`config.mk`:
```
export PLATFORM = sky130hd
export DESIGN_NAME = dp_mem_arbiter_flat
export DESIGN_NICKNAME = d
export VERILOG_FILES = /design/src/rtl/soc_mem_pkg.sv /design/src/rtl/dp_mem_arbiter_if.sv /design/src/rtl/dp_mem_arbiter_rr_prio_sel.sv /design/src/rtl/dp_mem_arbiter.sv /design/src/flat_wrapper.sv
export SDC_FILE = /design/constraint.sdc
export NUM_CORES = 1
export LEC_CHECK = 0
export ABC_AREA = 1
export BUFFER_PORTS_ARGS = -buffer_cell sky130_fd_sc_hd__buf_2
export CAP_MARGIN = 20
export CELL_PAD_IN_SITES_DETAIL_PLACEMENT = 1
export CELL_PAD_IN_SITES_GLOBAL_PLACEMENT = 2
export CORE_ASPECT_RATIO = 0.8
export CORE_MARGIN = 3
export CORE_UTILIZATION = 10
export CTS_CLUSTER_DIAMETER = 50
export DETAILED_ROUTE_END_ITERATION = 16
export GPL_TIMING_DRIVEN = 0
export PLACE_DENSITY_LB_ADDON = 0.1
export SLEW_MARGIN = 20
export SYNTH_ARGS = -nofsm -noshare
export SYNTH_HDL_FRONTEND = slang
export SYNTH_SLANG_ARGS = --single-unit
export TNS_END_PERCENT = 100
```
`constraint.sdc`:
```
create_clock -name clk_i -period 2.5 [get_ports clk_i]
set_clock_uncertainty 0.1 [all_clocks]
set_input_delay 0.375 -clock clk_i [delete_from_list [all_inputs] [get_ports clk_i]]
set_output_delay 0.375 -clock clk_i [all_outputs]
set_load 0.01 [all_outputs]
```
`src/rtl/soc_mem_pkg.sv`:
```
// Shared definitions for the core-to-data-RAM arbitration slice.
// Provides the default bus geometry, the per-master request bundle type,
// the master index type and small index helpers used by the arbiter.
package soc_mem_pkg;

    localparam int DEF_N_MASTERS  = 2;
    localparam int DEF_ADDR_WIDTH = 32;
    localparam int DEF_DATA_WIDTH = 32;
    localparam int DEF_BE_WIDTH   = DEF_DATA_WIDTH / 8;

    // Width of a master index; never collapses to zero bits.
    function automatic int idx_width(input int n);
        int w;
        w = (n > 1) ? $clog2(n) : 1;
        return w;
    endfunction

    localparam int DEF_IDX_WIDTH = idx_width(DEF_N_MASTERS);

    typedef logic [DEF_IDX_WIDTH-1:0] master_idx_t;

    // Request fields a master presents while waiting for its grant.
    typedef struct packed {
        logic                      we;
        logic [DEF_BE_WIDTH-1:0]   be;
        logic [DEF_ADDR_WIDTH-1:0] addr;
        logic [DEF_DATA_WIDTH-1:0] wdata;
    } mem_req_t;

    // (base + inc) mod n for base < n and inc <= n. Written as an explicit
    // compare-and-subtract so non-power-of-two master counts wrap correctly.
    function automatic int wrap_add(input int base, input int inc, input int n);
        int sum;
        sum = base + inc;
        if (sum >= n) begin
            sum = sum - n;
        end else begin
            sum = sum;
        end
        return sum;
    endfunction

endpackage

```
`src/rtl/dp_mem_arbiter_if.sv`:
```
// Bundle of the core-side request/grant/response signals and the RAM-side
// access port handled by dp_mem_arbiter.
//   slave  : arbiter view (takes core requests and RAM read data, drives
//            grants, responses and the RAM access strobe/fields)
//   master : environment view (cores plus RAM)
interface dp_mem_arbiter_if
    import soc_mem_pkg::*;
#(
    parameter int N_MASTERS  = DEF_N_MASTERS,
    parameter int ADDR_WIDTH = DEF_ADDR_WIDTH,
    parameter int DATA_WIDTH = DEF_DATA_WIDTH
) ();

    localparam int BE_W = DATA_WIDTH / 8;

    // core side
    logic [N_MASTERS-1:0]                 m_req_i;
    logic [N_MASTERS-1:0]                 m_lock_i;
    logic [N_MASTERS-1:0]                 m_we_i;
    logic [N_MASTERS-1:0][BE_W-1:0]       m_be_i;
    logic [N_MASTERS-1:0][ADDR_WIDTH-1:0] m_addr_i;
    logic [N_MASTERS-1:0][DATA_WIDTH-1:0] m_wdata_i;
    logic [N_MASTERS-1:0]                 m_gnt_o;
    logic [N_MASTERS-1:0]                 m_rvalid_o;
    logic [DATA_WIDTH-1:0]                m_rdata_o;

    // RAM side
    logic                                 mem_req_o;
    logic                                 mem_we_o;
    logic [BE_W-1:0]                      mem_be_o;
    logic [ADDR_WIDTH-1:0]                mem_addr_o;
    logic [DATA_WIDTH-1:0]                mem_wdata_o;
    logic [DATA_WIDTH-1:0]                mem_rdata_i;

    modport slave (
        input  m_req_i, m_lock_i, m_we_i, m_be_i, m_addr_i, m_wdata_i, mem_rdata_i,
        output m_gnt_o, m_rvalid_o, m_rdata_o,
        output mem_req_o, mem_we_o, mem_be_o, mem_addr_o, mem_wdata_o
    );

    modport master (
        output m_req_i, m_lock_i, m_we_i, m_be_i, m_addr_i, m_wdata_i, mem_rdata_i,
        input  m_gnt_o, m_rvalid_o, m_rdata_o,
        input  mem_req_o, mem_we_o, mem_be_o, mem_addr_o, mem_wdata_o
    );

endinterface

```
`src/rtl/dp_mem_arbiter_rr_prio_sel.sv`:
```
// rr_prio_sel: combinational round-robin priority selector.
//   req_i        per-master request vector
//   last_ptr_i   index of the most recently granted master
//   lock_valid_i a master currently holds the lock
//   lock_owner_i index of the lock holder
//   gnt_o        one-hot grant
//   idx_o        granted index (0 when nothing is granted)
//   any_o        a grant is issued
// A requesting lock owner always wins; otherwise the search starts at the
// master after last_ptr_i and wraps around.
module rr_prio_sel
    import soc_mem_pkg::*;
#(
    parameter  int N_MASTERS = DEF_N_MASTERS,
    localparam int IDX_W     = idx_width(N_MASTERS)
) (
    input  logic [N_MASTERS-1:0] req_i,
    input  logic [IDX_W-1:0]     last_ptr_i,
    input  logic                 lock_valid_i,
    input  logic [IDX_W-1:0]     lock_owner_i,
    output logic [N_MASTERS-1:0] gnt_o,
    output logic [IDX_W-1:0]     idx_o,
    output logic                 any_o
);

    logic [IDX_W-1:0] cand_s;

    // Pick the winner: lock owner first, else first requester after last_ptr.
    always_comb begin
        idx_o  = '0;
        any_o  = 1'b0;
        cand_s = '0;
        if (lock_valid_i && req_i[lock_owner_i]) begin
            idx_o = lock_owner_i;
            any_o = 1'b1;
        end else begin
            for (int i = 1; i <= N_MASTERS; i++) begin
                cand_s = IDX_W'(wrap_add(int'(last_ptr_i), i, N_MASTERS));
                if (!any_o && req_i[cand_s]) begin
                    idx_o = cand_s;
                    any_o = 1'b1;
                end else begin
                    any_o = any_o;
                end
            end
        end
    end

    // One-hot decode of the winning index.
    always_comb begin
        gnt_o = '0;
        for (int i = 0; i < N_MASTERS; i++) begin
            gnt_o[i] = any_o && (idx_o == IDX_W'(i));
        end
    end

endmodule

```
`src/rtl/dp_mem_arbiter.sv`:
```
// dp_mem_arbiter: shares one single-port data RAM between N core data ports.
//   clk_i  clock, all state on the rising edge
//   rst_i  synchronous active-high reset
//   bus    dp_mem_arbiter_if.slave: core req/lock/we/be/addr/wdata in,
//          one-hot gnt (same cycle) and rvalid (one cycle later) out,
//          shared rdata out; RAM req/we/be/addr/wdata out, RAM rdata in.
// At most one access is granted per cycle. The RAM's 1-cycle response is
// steered back to the master that issued it. A master asserting lock keeps
// the grant for as long as it keeps requesting.
module dp_mem_arbiter
    import soc_mem_pkg::*;
#(
    parameter int N_MASTERS  = DEF_N_MASTERS,
    parameter int ADDR_WIDTH = DEF_ADDR_WIDTH,
    parameter int DATA_WIDTH = DEF_DATA_WIDTH
) (
    input logic             clk_i,
    input logic             rst_i,
    dp_mem_arbiter_if.slave bus
);

    localparam int BE_W  = DATA_WIDTH / 8;
    localparam int IDX_W = idx_width(N_MASTERS);

    typedef struct packed {
        logic                  we;
        logic [BE_W-1:0]       be;
        logic [ADDR_WIDTH-1:0] addr;
        logic [DATA_WIDTH-1:0] wdata;
    } req_bundle_t;

    logic [N_MASTERS-1:0] sel_gnt_s;
    logic [IDX_W-1:0]     sel_idx_s;
    logic                 sel_any_s;
    logic                 grant_any_s;
    logic [N_MASTERS-1:0] gnt_s;
    logic [N_MASTERS-1:0] rvalid_s;
    req_bundle_t          mux_s;

    logic [IDX_W-1:0]     last_ptr_r;
    logic                 lock_valid_r;
    logic [IDX_W-1:0]     lock_owner_r;
    logic                 resp_valid_r;
    logic [IDX_W-1:0]     resp_id_r;

    rr_prio_sel #(
        .N_MASTERS (N_MASTERS)
    ) u_sel (
        .req_i        (bus.m_req_i),
        .last_ptr_i   (last_ptr_r),
        .lock_valid_i (lock_valid_r),
        .lock_owner_i (lock_owner_r),
        .gnt_o        (sel_gnt_s),
        .idx_o        (sel_idx_s),
        .any_o        (sel_any_s)
    );

    // Suppress all grants while reset is held, whatever is requested.
    always_comb begin
        grant_any_s = 1'b0;
        gnt_s       = '0;
        if (rst_i) begin
            grant_any_s = 1'b0;
            gnt_s       = '0;
        end else begin
            grant_any_s = sel_any_s;
            gnt_s       = sel_gnt_s;
        end
    end

    // Route the granted master's fields to the RAM; master 0 when idle so
    // the RAM-side fields stay stable.
    always_comb begin
        mux_s.we    = bus.m_we_i[0];
        mux_s.be    = bus.m_be_i[0];
        mux_s.addr  = bus.m_addr_i[0];
        mux_s.wdata = bus.m_wdata_i[0];
        if (grant_any_s) begin
            mux_s.we    = bus.m_we_i[sel_idx_s];
            mux_s.be    = bus.m_be_i[sel_idx_s];
            mux_s.addr  = bus.m_addr_i[sel_idx_s];
            mux_s.wdata = bus.m_wdata_i[sel_idx_s];
        end else begin
            mux_s = mux_s;
        end
    end

    // Pointer, lock and response-tracking state.
    always_ff @(posedge clk_i) begin
        if (rst_i) begin
            last_ptr_r   <= IDX_W'(N_MASTERS - 1);
            lock_valid_r <= 1'b0;
            lock_owner_r <= '0;
            resp_valid_r <= 1'b0;
            resp_id_r    <= '0;
        end else begin
            resp_valid_r <= grant_any_s;
            resp_id_r    <= sel_idx_s;
            if (grant_any_s) begin
                // A grant re-evaluates the lock: the winner takes it if it
                // asks, and an owner granted without lock lets it go.
                last_ptr_r   <= sel_idx_s;
                lock_valid_r <= bus.m_lock_i[sel_idx_s];
                lock_owner_r <= sel_idx_s;
            end else begin
                // No grant means nobody, including any owner, is requesting.
                last_ptr_r   <= last_ptr_r;
                lock_valid_r <= 1'b0;
                lock_owner_r <= lock_owner_r;
            end
        end
    end

    // Response strobe for the master granted last cycle; a response still
    // in flight when reset arrives is dropped.
    always_comb begin
        rvalid_s = '0;
        for (int i = 0; i < N_MASTERS; i++) begin
            rvalid_s[i] = resp_valid_r && !rst_i && (resp_id_r == IDX_W'(i));
        end
    end

    assign bus.m_gnt_o     = gnt_s;
    assign bus.m_rvalid_o  = rvalid_s;
    assign bus.m_rdata_o   = bus.mem_rdata_i;
    assign bus.mem_req_o   = grant_any_s;
    assign bus.mem_we_o    = mux_s.we;
    assign bus.mem_be_o    = mux_s.be;
    assign bus.mem_addr_o  = mux_s.addr;
    assign bus.mem_wdata_o = mux_s.wdata;

endmodule

```
`src/flat_wrapper.sv`:
```
// flat-port wrapper written by rule: the top's interface ports become plain ports
module dp_mem_arbiter_flat import soc_mem_pkg::*;
#(
    parameter int N_MASTERS  = DEF_N_MASTERS,
    parameter int ADDR_WIDTH = DEF_ADDR_WIDTH,
    parameter int DATA_WIDTH = DEF_DATA_WIDTH
)
  (clk_i, rst_i, bus_m_req_i, bus_m_lock_i, bus_m_we_i, bus_m_be_i, bus_m_addr_i, bus_m_wdata_i, bus_mem_rdata_i, bus_m_gnt_o, bus_m_rvalid_o, bus_m_rdata_o, bus_mem_req_o, bus_mem_we_o, bus_mem_be_o, bus_mem_addr_o, bus_mem_wdata_o);
  dp_mem_arbiter_if #(.N_MASTERS(N_MASTERS), .ADDR_WIDTH(ADDR_WIDTH), .DATA_WIDTH(DATA_WIDTH)) bus_i ();
  input logic clk_i;
  input logic rst_i;
  input wire logic [$bits(bus_i.m_req_i)-1:0] bus_m_req_i;
  input wire logic [$bits(bus_i.m_lock_i)-1:0] bus_m_lock_i;
  input wire logic [$bits(bus_i.m_we_i)-1:0] bus_m_we_i;
  input wire logic [$bits(bus_i.m_be_i)-1:0] bus_m_be_i;
  input wire logic [$bits(bus_i.m_addr_i)-1:0] bus_m_addr_i;
  input wire logic [$bits(bus_i.m_wdata_i)-1:0] bus_m_wdata_i;
  input wire logic [$bits(bus_i.mem_rdata_i)-1:0] bus_mem_rdata_i;
  output wire logic [$bits(bus_i.m_gnt_o)-1:0] bus_m_gnt_o;
  output wire logic [$bits(bus_i.m_rvalid_o)-1:0] bus_m_rvalid_o;
  output wire logic [$bits(bus_i.m_rdata_o)-1:0] bus_m_rdata_o;
  output wire logic [$bits(bus_i.mem_req_o)-1:0] bus_mem_req_o;
  output wire logic [$bits(bus_i.mem_we_o)-1:0] bus_mem_we_o;
  output wire logic [$bits(bus_i.mem_be_o)-1:0] bus_mem_be_o;
  output wire logic [$bits(bus_i.mem_addr_o)-1:0] bus_mem_addr_o;
  output wire logic [$bits(bus_i.mem_wdata_o)-1:0] bus_mem_wdata_o;
  assign bus_i.m_req_i = bus_m_req_i;
  assign bus_i.m_lock_i = bus_m_lock_i;
  assign bus_i.m_we_i = bus_m_we_i;
  assign bus_i.m_be_i = bus_m_be_i;
  assign bus_i.m_addr_i = bus_m_addr_i;
  assign bus_i.m_wdata_i = bus_m_wdata_i;
  assign bus_i.mem_rdata_i = bus_mem_rdata_i;
  assign bus_m_gnt_o = bus_i.m_gnt_o;
  assign bus_m_rvalid_o = bus_i.m_rvalid_o;
  assign bus_m_rdata_o = bus_i.m_rdata_o;
  assign bus_mem_req_o = bus_i.mem_req_o;
  assign bus_mem_we_o = bus_i.mem_we_o;
  assign bus_mem_be_o = bus_i.mem_be_o;
  assign bus_mem_addr_o = bus_i.mem_addr_o;
  assign bus_mem_wdata_o = bus_i.mem_wdata_o;
  dp_mem_arbiter #(.N_MASTERS(N_MASTERS), .ADDR_WIDTH(ADDR_WIDTH), .DATA_WIDTH(DATA_WIDTH)) u_core (.clk_i(clk_i), .rst_i(rst_i), .bus(bus_i));
endmodule
```
# --- Word-level counts from Yosys, hierarchy flattened ---
# Cells that the tools add are included.
totals:
  ff_bits: 5
  inputBits: 176
  word_cells: 58
op_classes:
  add_sub_neg: 4
  order_cmp: 6
  muxes: 30
  bitwise_logic: 3
  n_reduce_logical: 10
op_table:
  columns: ["cell", "count"]
  rows:
  - ["two-way mux 32 bit", 4]
  - ["two-way mux 69 bit", 1]
  - ["two-way mux 1 bit", 22]
  - ["less-than comparator 1 x 2 -> 1 bit (second input constant)", 4]
  - ["two-way mux 4 bit", 2]
  - ["logical AND 1 bit", 7]
  - ["adder 1 x 2 -> 3 bit (second input constant)", 1]
  - ["greater-or-equal comparator 3 x 2 -> 1 bit (second input constant)", 1]
  - ["inverter 1 bit", 3]
  - ["adder 1 x 1 -> 2 bit (second input constant)", 1]
  - ["greater-or-equal comparator 2 bit (second input constant)", 1]
  - ["logical NOT 1 bit", 2]
  - ["two-way mux 2 bit", 1]
  - ["OR reduction 2 bit", 1]
  - ["subtractor 1 bit (second input constant)", 2]

# --- Logic depth before layout (Yosys ltp) ---
# Gate-level depths: netlist (run 1).
logic_depth:
  depth_word: 15
  depth_mapped: 7

# --- Cells and area by module ---
# From an unflattened synthesis (run 1), not the netlist that was laid out.
unflattened:
  cells_unflattened: 312
  area_unflattened_um2: 1709.1
modules_own_cells:
  columns: ["module", "instances", "cells_each", "area_each_um2"]
  rows:
  - ["dp_mem_arbiter", 1, 298, 1647.8]
  - ["rr_prio_sel", 1, 14, 61.3]

# --- Worst setup path after synthesis (run 1) ---
# No wires, ideal clock.
synth_timing:
  path_kind: "input -> output"
  startpoint: "in rst_i"
  endpoint: "out bus_m_rvalid_o[0]"
  arrival_ns: 1.028
  required_ns: 2.025
  setup_slack_ns: 0.997
  cell_stages: 5
  path_cell_list: "inv_2 > buf_2 > buf_2 > nand2_1 > nor2_1"
synth_between:
  elab_chain_len: 3
synth_lines:
  columns: ["item", "line_no", "text"]
  rows:
  - ["start: declaration", "flat_wrapper.sv:11", "input logic rst_i;"]
  - ["logical NOT 1 bit", "dp_mem_arbiter.sv:119", "rvalid_s[i] = resp_valid_r && !rst_i && (resp_id_r == IDX_W'(i));"]
  - ["logical AND 1 bit (2 in series)", "dp_mem_arbiter.sv:119", null]
  - ["end: declaration", "flat_wrapper.sv:20", "output wire logic [$bits(bus_i.m_rvalid_o)-1:0] bus_m_rvalid_o;"]
# Every way passes these cells.

# --- Final worst setup path (run 1) ---
layout_timing:
  startpoint: "reg u_core.lock_valid_r"
  endpoint: "out bus_mem_addr_o[16]"
layout_between:
  elab_chain_len: 5
layout_lines:
  columns: ["item", "line_no", "text"]
  rows:
  - ["start: declaration", "dp_mem_arbiter.sv:41", "logic lock_valid_r;"]
  - ["start signal: assignment", "dp_mem_arbiter.sv:103", "lock_valid_r <= bus.m_lock_i[sel_idx_s];"]
  - ["logical AND 1 bit *", "dp_mem_arbiter_rr_prio_sel.sv:33", "if (lock_valid_i && req_i[lock_owner_i]) begin"]
  - ["two-way mux 1 bit", "dp_mem_arbiter_rr_prio_sel.sv:33", null]
  - ["two-way mux 32 bit (not written as such) (2 in series)", "dp_mem_arbiter.sv:81", "mux_s.addr = bus.m_addr_i[sel_idx_s];"]
  - ["two-way mux 69 bit *", "dp_mem_arbiter.sv:78", "if (grant_any_s) begin"]
  - ["end: declaration", "flat_wrapper.sv:25", "output wire logic [$bits(bus_i.mem_addr_o)-1:0] bus_mem_addr_o;"]
# Mark *: on every way between the ends. The rest lies on a longest branch, timed or not. The select of a mux whose other input is x is not followed.

==> results of run 1 <==
power by group through the flow:
stage | Combinational [mW] | Clock [mW] | Sequential (mW)
after floorplan | 0.297 | 0 | 0.0889
after global placement | 0.588 | 0 | 0.0893
after detailed placement | 0.589 | 0 | 0.0895
after CTS | 0.591 | 0.270 | 0.0885
after global routing | 0.647 | 0.279 | 0.0895
final | 0.578 | 0.264 | 0.0885
per-layer routing:
metal | vias up | global-route usage, %
met3 | 0 | 3.964
li1 | 1484 | -
met2 | 137 | 19.48
met4 | 0 | 0.1731
met5 | - | 0
met1 | 1282 | 13.40
state kept, by name, summed over array words and instances (netlist names):
register             cells
u_core.resp_id_r         1
u_core.last_ptr_r        1
u_core.lock_valid_r      1
u_core.resp_valid_r      1
u_core.lock_owner_r      1
cell families (layout without fill, tap and decap cells):
group | count (synthesis) | count (layout) | share of synthesized area, %
and+or+nand+nor | 221 | 221 | 63.79
buffers and inverters | 70 | 323 | 28.83
DFF | 5 | 5 | 6.216
AOI/OAI and AO/OA | 3 | 3 | 1.166
cell usage in the layout (no fill, tap or decap):
| cell type | count |
|---|---|
| o21ai_2 | 1 |
| nand3_4 | 1 |
| nand2_1 | 145 |
| buf_6 | 7 |
| buf_2 | 272 |
| a21oi_1 | 2 |
| nor2_1 | 2 |
| nand4_1 | 70 |
| clkbuf_16 | 3 |
| buf_4 | 32 |
| dfxtp_1 | 5 |
| inv_2 | 1 |
| inv_1 | 7 |
| clkbuf_1 | 1 |
| nand3_2 | 1 |
| nand3_1 | 2 |
how the worst max path moves through the flow:
stage / cells past startpoint / startpoint / slack (ps) / to
after detailed placement: 7 / bus_m_req_i[0] / 490 / bus_mem_addr_o[16]
after CTS: 8 / u_core.lock_valid_r / 320 / bus_mem_addr_o[16]
final: 8 / u_core.lock_valid_r / 390 / bus_mem_addr_o[16]
after floorplan: 5 / rst_i / 1000 / bus_m_rvalid_o[0]
after global routing: 8 / u_core.lock_valid_r / 210 / bus_mem_addr_o[30]
after global placement: 7 / bus_m_req_i[0] / 500 / bus_mem_addr_o[10]
per-stage QoR:
stage	utilization, %	hold WS, ps	cells	power (mW)	area, sq um
after floorplan	-	337.9	299	0.3856	1610
after global placement	20.30	356.8	758	0.6773	3119
after detailed placement	20.30	362.8	758	0.6783	3119
after CTS	20.81	242.8	762	0.9495	3198
after global routing	20.81	254.6	762	1.015	3198
final	20.81	246.1	762	0.9306	3198
final cells by class:
type                    count  area (sq um)  share of cell area [%]
well taps                 210         262.8                   8.216
plain buffers              62         434.2                   13.58
repair buffers            249          1246                   38.97
inverters                   8         30.03                  0.9390
multi-input cells         224          1046                   32.71
clock buffers               4         78.83                   2.465
flip-flops and latches      5         100.1                   3.130
==> impl_metrics.yaml, run 1 <==
hold_path:
  hp-start: "rst_i"
  holdPathStages: 2
  worstHoldEndpoint: "u_core.lock_owner_r"
  hold_class: "in2reg"
setup_path:
  end_kind: "output pin"
  r2r_end: "u_core.resp_id_r"
  slowest_stage: "dfxtp_1"
  max_stage_delay_ps: 320
  arrival_ps: 1630
  cp_cell_sequence: "inv_1, nand2_1, nand3_2, nand3_4, buf_6, nand2_1, nand2_1, buf_2"
  path_max_fanout: 10
  critPathRequiredTime_ps: 2030
  cpMostUsedCell: "nand2_1"
  crit_type: "reg2out"
  start_kind: "flip-flop"
  worst-path-buf-inv: 3
  reg2reg_depth: 6
  r2r_slack_ps: 1100
  r2r-start: "u_core.lock_valid_r"
  critPathTopFamily: "simple AND/OR/NAND/NOR gates"
synth:
  synth_enable_flop_cells: 0
  syn_nets: 475
  ys.flop_type: "dfxtp_1"
  synth_area_leader_cell: "nand2_1"
  yosys-top-cells-count: "nand2_1 (145), nand4_1 (70), buf_4 (32)"
  async_flop_share_pct: 0
  synth_area_per_cell_sq_um: 5.386
  ys_ff_latch: 5
  ys_types: 14
  synth.top_cell.area_share_pct: 33.80
  netlist_top_cells_area: "nand2_1 (34%), nand4_1 (27%), buf_4 (15%), buf_2 (7.1%), dfxtp_1 (6.2%)"
  syn_inst: 299
  yosysWarnings: 0
  yosysSeqAreaShare_pct: 6.216
  yosysMostFrequentCell: "nand2_1"
  synth.cell_area_sq_um: 1610
placed_design:
  dp_slack_ps: 485.1
  portBuffers: 249
  gp_congestion: 0.7234
  dp_hpwl_mm: 8.886
pwr:
  p_sw_mw: 0.3643
  power_density_nw_per_um2: 291.0
  intPower_mw: 0.5663
  switching_share_pct: 39.14
  p_comb_share_pct: 62.1
  p_seq_share_pct: 9.5
  total_leakage_power_nw: 2.025
  clockPowerShare_pct: 28.3
  vdd_drop_max_mv: 0.2029
cells_and_area:
  nNetsFinal: 729
  drive_above_1_share_pct: 57.61
  num_antenna_cells: 0
  syn_to_final_growth_pct: 98.60
  fill_cells: 2015
run_status:
  status: "complete, no violations"
timing:
  final.period_utilization_pct: 84.33
  worstMarginPinSlew_ps: 317.9
  finalSetupViolations: 0
  hold_viol_final: 0
  fmax_mhz: 474.3
  setup_slack_ps: 391.6
  fin_tns_setup_ps: 0
  period_needed_ps: 2108
  drv_slew: 0
  rsz0062_at_grt: "no"
  max_slew_margin_pct: 78.78
routing:
  wl_per_cell_microns: 13.80
  dr_wl_met3_mm: 1.025
  m1WireLength_mm: 4.373
  wl_met2_mm: 5.118
  via_per_inst: 3.810
  drcViolationCount: 0
  route.antenna.remaining_nets: 0
  vias: 2903
  top_layer_used: "met3"
  dr.first_iter.drc_count: 54
  first_pass_iters: 4
  drt_wl_total_mm: 10.52
floorplanning:
  initial_utilization_pct: 10.48
  die_x_microns: 147.9
  die_height_microns: 119.5
  coreArea_sq_um: 15360
  die_area_sq_um: 17670
  rows: 40
  io_pins: 282
clock_tree:
  cts_made_buffers: 3
  cts_tree: "built"
  post_cts_resized: 0
  cts_max_level: 1
  cts_hold_buffers: 0
  clk_pin_slew_ps: 30
  clk_latency_ps: 230
  cts_root_buf: "clkbuf_16"
  clock_sinks: 5
  cts_buffer_depth: 2
  cts_setup_buffers: 0
global_route:
  grt_max_degree: 11
  antenna_found_initial: 0
  grt_pass1_vias: 3038
  overflow: 0
  grt_use_total_pct: 10.92
  grt_pass1_wl_mm: 16.03
run:
  cap_violations: 0
Power figures use the tool's default switching activity.
==> run 2: changes to the inputs <==
Clock period 2.5 ns to 1.9 ns, I/O delays scaled along.
==> impl_metrics.yaml, run 2 (synthesis results as in run 1) <==
floorplanning:
  rows: 40
  initial_utilization_pct: 10.48
  die_height_microns: 119.5
  io_pins: 282
  die_area_sq_um: 17670
  coreArea_sq_um: 15360
  die_x_microns: 147.9
pwr:
  vdd_drop_max_mv: 0.2716
  power.total_mw: 1.283
  power_density_nw_per_um2: 376.4
  total_leakage_power_nw: 2.126
cells_and_area:
  syn_to_final_growth_pct: 111.7
  final_area_sq_um: 3410
  final_cell_mix: "buf_2 (265), nand2_1 (142), nand4_1 (70)"
  nNetsFinal: 737
  final_common_cell: "buf_2"
  num_antenna_cells: 0
  fin_util_pct: 22.19
  drive_above_1_share_pct: 59.29
setup_path:
  path_depth: 9
  path_max_fanout: 7
  cp_cell_sequence: "inv_1, nand2_2, nand3_4, nand3_4, buf_12, clkbuf_16, nand2_1, nand2_1, buf_2"
  critPathTopFamily: "buffers and inverters"
  reg2reg_depth: 8
  arrival_ps: 1410
  r2r-start: "u_core.lock_valid_r"
  critPathRequiredTime_ps: 1510
  worst-path-buf-inv: 4
  slowest_stage: "dfxtp_2"
  start_kind: "flip-flop"
  max_stage_delay_ps: 310
  worstSetupStartpoint: "u_core.last_ptr_r"
  crit_type: "reg2out"
  end_kind: "output pin"
hold_path:
  holdPathStages: 2
  hold_class: "in2reg"
  hp-start: "rst_i"
timing:
  hold_viol_final: 0
  finalSetupViolations: 0
  drv_slew: 0
  worstMarginPinSlew_ps: 288.2
  period_needed_ps: 1799
  max_slew_margin_pct: 80.79
  fmax_mhz: 555.9
  worst_hold_slack_ps: 153.1
  fin_tns_setup_ps: 0
  final.period_utilization_pct: 94.69
routing:
  drcViolationCount: 0
  dr.first_iter.drc_count: 52
  via_per_inst: 3.805
  drt_wl_total_mm: 10.74
  route.antenna.remaining_nets: 0
  first_pass_iters: 4
  wl_per_cell_microns: 13.95
  vias: 2930
clock_tree:
  cts_tree: "built"
  cts_hold_buffers: 0
  cts_max_level: 1
  cts_root_buf: "clkbuf_16"
  clk_latency_ps: 230
  cts_buffer_depth: 2
  clock_sinks: 5
  clk_pin_slew_ps: 30
  cts_made_buffers: 3
placed_design:
  place_area_sq_um: 3119
  portBuffers: 249
  dp_hpwl_mm: 8.886
  gp_congestion: 0.7234
run:
  cap_violations: 0
global_route:
  grt_pass1_vias: 3048
  grt_pass1_wl_mm: 16.04
  grt_max_degree: 11
  grt_use_total_pct: 10.91
  antenna_found_initial: 0
  overflow: 0
run_status:
  status: "complete, no violations"
-- run 2: metal layers --
metal / track usage, % / vias up / share of wire (%)
met1: 13.45 / 1295 / 42
met3: 3.964 / 0 / 9.6
met4: 0.1731 / 0 / 0
met5: 0 / - / 0
li1: - / 1498 / -
met2: 19.39 / 137 / 48
-- run 2: power breakdown --
part           internal [mW]  switching (mW)  leakage, nW
clock network          0.278          0.0684       0.0382
logic                  0.400           0.420         2.05
registers              0.114         0.00380       0.0415
-- run 2: path summary, 6_finish.rpt --
| path | end | slack [ps] |
|---|---|---|
| setup reg to reg | u_core.lock_valid_r | 680 |
| setup / recovery | bus_mem_addr_o[11] | 100 |
| hold reg to reg | u_core.last_ptr_r | 360 |
| hold / removal | u_core.lock_owner_r | 150 |
-- run 2: worst reg2reg max path, cell delays in order (launching register included) --
cell and delay, ps:
dfxtp_2 320, inv_1 50, nand2_2 60, nand3_4 90
buf_4 160, buf_4 130, nand2_1 100, nand3_1 80
nand2_1 70
-- run 2: per-stage QoR --
step	setup WS [ps]	std cells
floorplan	537.3	299
global placement	77.60	758
detailed placement	55.78	758
CTS	35.44	766
global route	-2.885	770
finish	101.0	770
-- run 2: final cells by class --
type	instances	area, sq um
Buffer	61	470.5
Clock buffer	4	78.83
Fill cell	2011	11960
Inverter	8	30.03
Multi-Input combinational cell	224	1065
Sequential cell	5	102.6
Tap cell	210	262.8
Timing Repair Buffer	258	1400
-- run 2: timing repair --
item                       4_1_cts  5_1_grt
buffers inserted                 4        1
setup endpoints to repair       71       70
gates cloned                     0        4
pin swaps                        1        2
resized for setup                1       23
==> run 3: changes to the inputs <==
Settings changed: PLACE_DENSITY_LB_ADDON 0.1 to 0.05.
==> impl_metrics.yaml, run 3 (synthesis results as in run 1) <==
run_status:
  status: "complete, no violations"
routing:
  dr.first_iter.drc_count: 97
  drcViolationCount: 0
  via_per_inst: 3.765
  first_pass_iters: 4
  route.antenna.remaining_nets: 0
  drt_wl_total_mm: 10.74
  vias: 2888
  wl_per_cell_microns: 14.01
placed_design:
  dp_hpwl_mm: 8.865
  place_area_sq_um: 3119
  portBuffers: 249
  gp_congestion: 0.6898
floorplanning:
  die_x_microns: 147.9
  rows: 40
  coreArea_sq_um: 15360
  io_pins: 282
  die_height_microns: 119.5
  die_area_sq_um: 17670
  initial_utilization_pct: 10.48
setup_path:
  r2r-start: "u_core.lock_valid_r"
  crit_type: "reg2out"
  end_kind: "output pin"
  arrival_ps: 1430
  worstSetupStartpoint: "u_core.lock_valid_r"
  start_kind: "flip-flop"
  critPathRequiredTime_ps: 1510
  path_max_fanout: 10
timing:
  period_needed_ps: 1814
  fmax_mhz: 551.4
  max_slew_margin_pct: 80.32
  hold_viol_final: 0
  final.period_utilization_pct: 95.46
  rsz0062_at_grt: "yes"
  drv_slew: 0
  worstMarginPinSlew_ps: 295.2
  finalSetupViolations: 0
  worst_hold_slack_ps: 138.8
clock_tree:
  clock_sinks: 5
  cts_hold_buffers: 0
  cts_max_level: 1
  cts_root_buf: "clkbuf_16"
  clk_latency_ps: 220
  clk_pin_slew_ps: 30
  cts_buffer_depth: 2
  cts_tree: "built"
  cts_made_buffers: 3
cells_and_area:
  final_area_sq_um: 3373
  num_antenna_cells: 0
  nNetsFinal: 734
  fill_cells: 2039
  final_cell_mix: "buf_2 (262), nand2_1 (141), nand4_1 (70)"
  syn_to_final_growth_pct: 109.5
  final_common_cell: "buf_2"
  drive_above_1_share_pct: 59.61
global_route:
  grt_use_total_pct: 10.91
  grt_max_degree: 11
  antenna_found_initial: 1
  overflow: 0
  grt_pass1_vias: 2996
  grt_pass1_wl_mm: 15.91
hold_path:
  hp-start: "rst_i"
  hold_class: "in2reg"
pwr:
  total_leakage_power_nw: 2.092
  vdd_drop_max_mv: 0.2847
  power_density_nw_per_um2: 378.3
run:
  cap_violations: 0
-- run 3: path summary, 6_finish.rpt --
check	end	slack, ps	cells after the start
setup reg to reg	u_core.resp_id_r	700	6
setup / recovery	bus_mem_be_o[2]	90	7
hold reg to reg	u_core.lock_owner_r	370	2
hold / removal	u_core.lock_owner_r	140	2
-- run 3: timing repair --
| action | CTS | global route |
|---|---|---|
| setup endpoints to repair | 71 | 70 |
| gates cloned | 0 | 3 |
| setup buffers | 3 | 0 |
| gates resized for setup | 1 | 33 |
| pin swaps | 2 | 2 |
-- run 3: worst max-delay path: stages, from the launching register on --
cell and delay [ps]:
dfxtp_2 330, nand2_2 70, nand3_4 150, nand3_4 190, buf_6 210, nand2_1 60
nand2_1 50, buf_2 140
-- run 3: metrics by stage --
| step | total power, mW | std cells | setup WS (ps) | util [%] | TNS, ps |
|---|---|---|---|---|---|
| after global routing | 1.393 | 767 | -28.27 | 21.95 | -278.2 |
| after CTS | 1.264 | 765 | 22.85 | 21.09 | 0 |
| after global placement | 0.8921 | 758 | 113.6 | 20.30 | 0 |
| after detailed placement | 0.8928 | 758 | 103.6 | 20.30 | 0 |
| after floorplan | 0.5074 | 299 | 537.3 | - | 0 |
| final | 1.276 | 767 | 86.32 | 21.95 | 0 |
-- run 3: report_power, final --
part | total (mW) | switching (mW) | internal, mW
Clock | 0.343 | 0.0656 | 0.278
Sequential | 0.119 | 0.00446 | 0.114
Combinational | 0.814 | 0.419 | 0.395
-- run 3: per-layer routing --
metal	GRT usage (%)	vias to the layer above	part of all wire (%)
met2	19.31	146	48
met4	0.1731	2	0
met1	13.44	1238	41
met5	0	-	0.065
li1	-	1500	-
met3	4.077	2	11
-- run 3: cell type report --
type	count	area [sq um]	share of cell area (%)
Buffer	61	475.5	14.09
Clock buffer	4	78.83	2.337
Inverter	8	30.03	0.8902
Multi-Input combinational cell	225	1081	32.05
Sequential cell	5	103.9	3.079
Tap cell	210	262.8	7.789
Timing Repair Buffer	254	1341	39.76
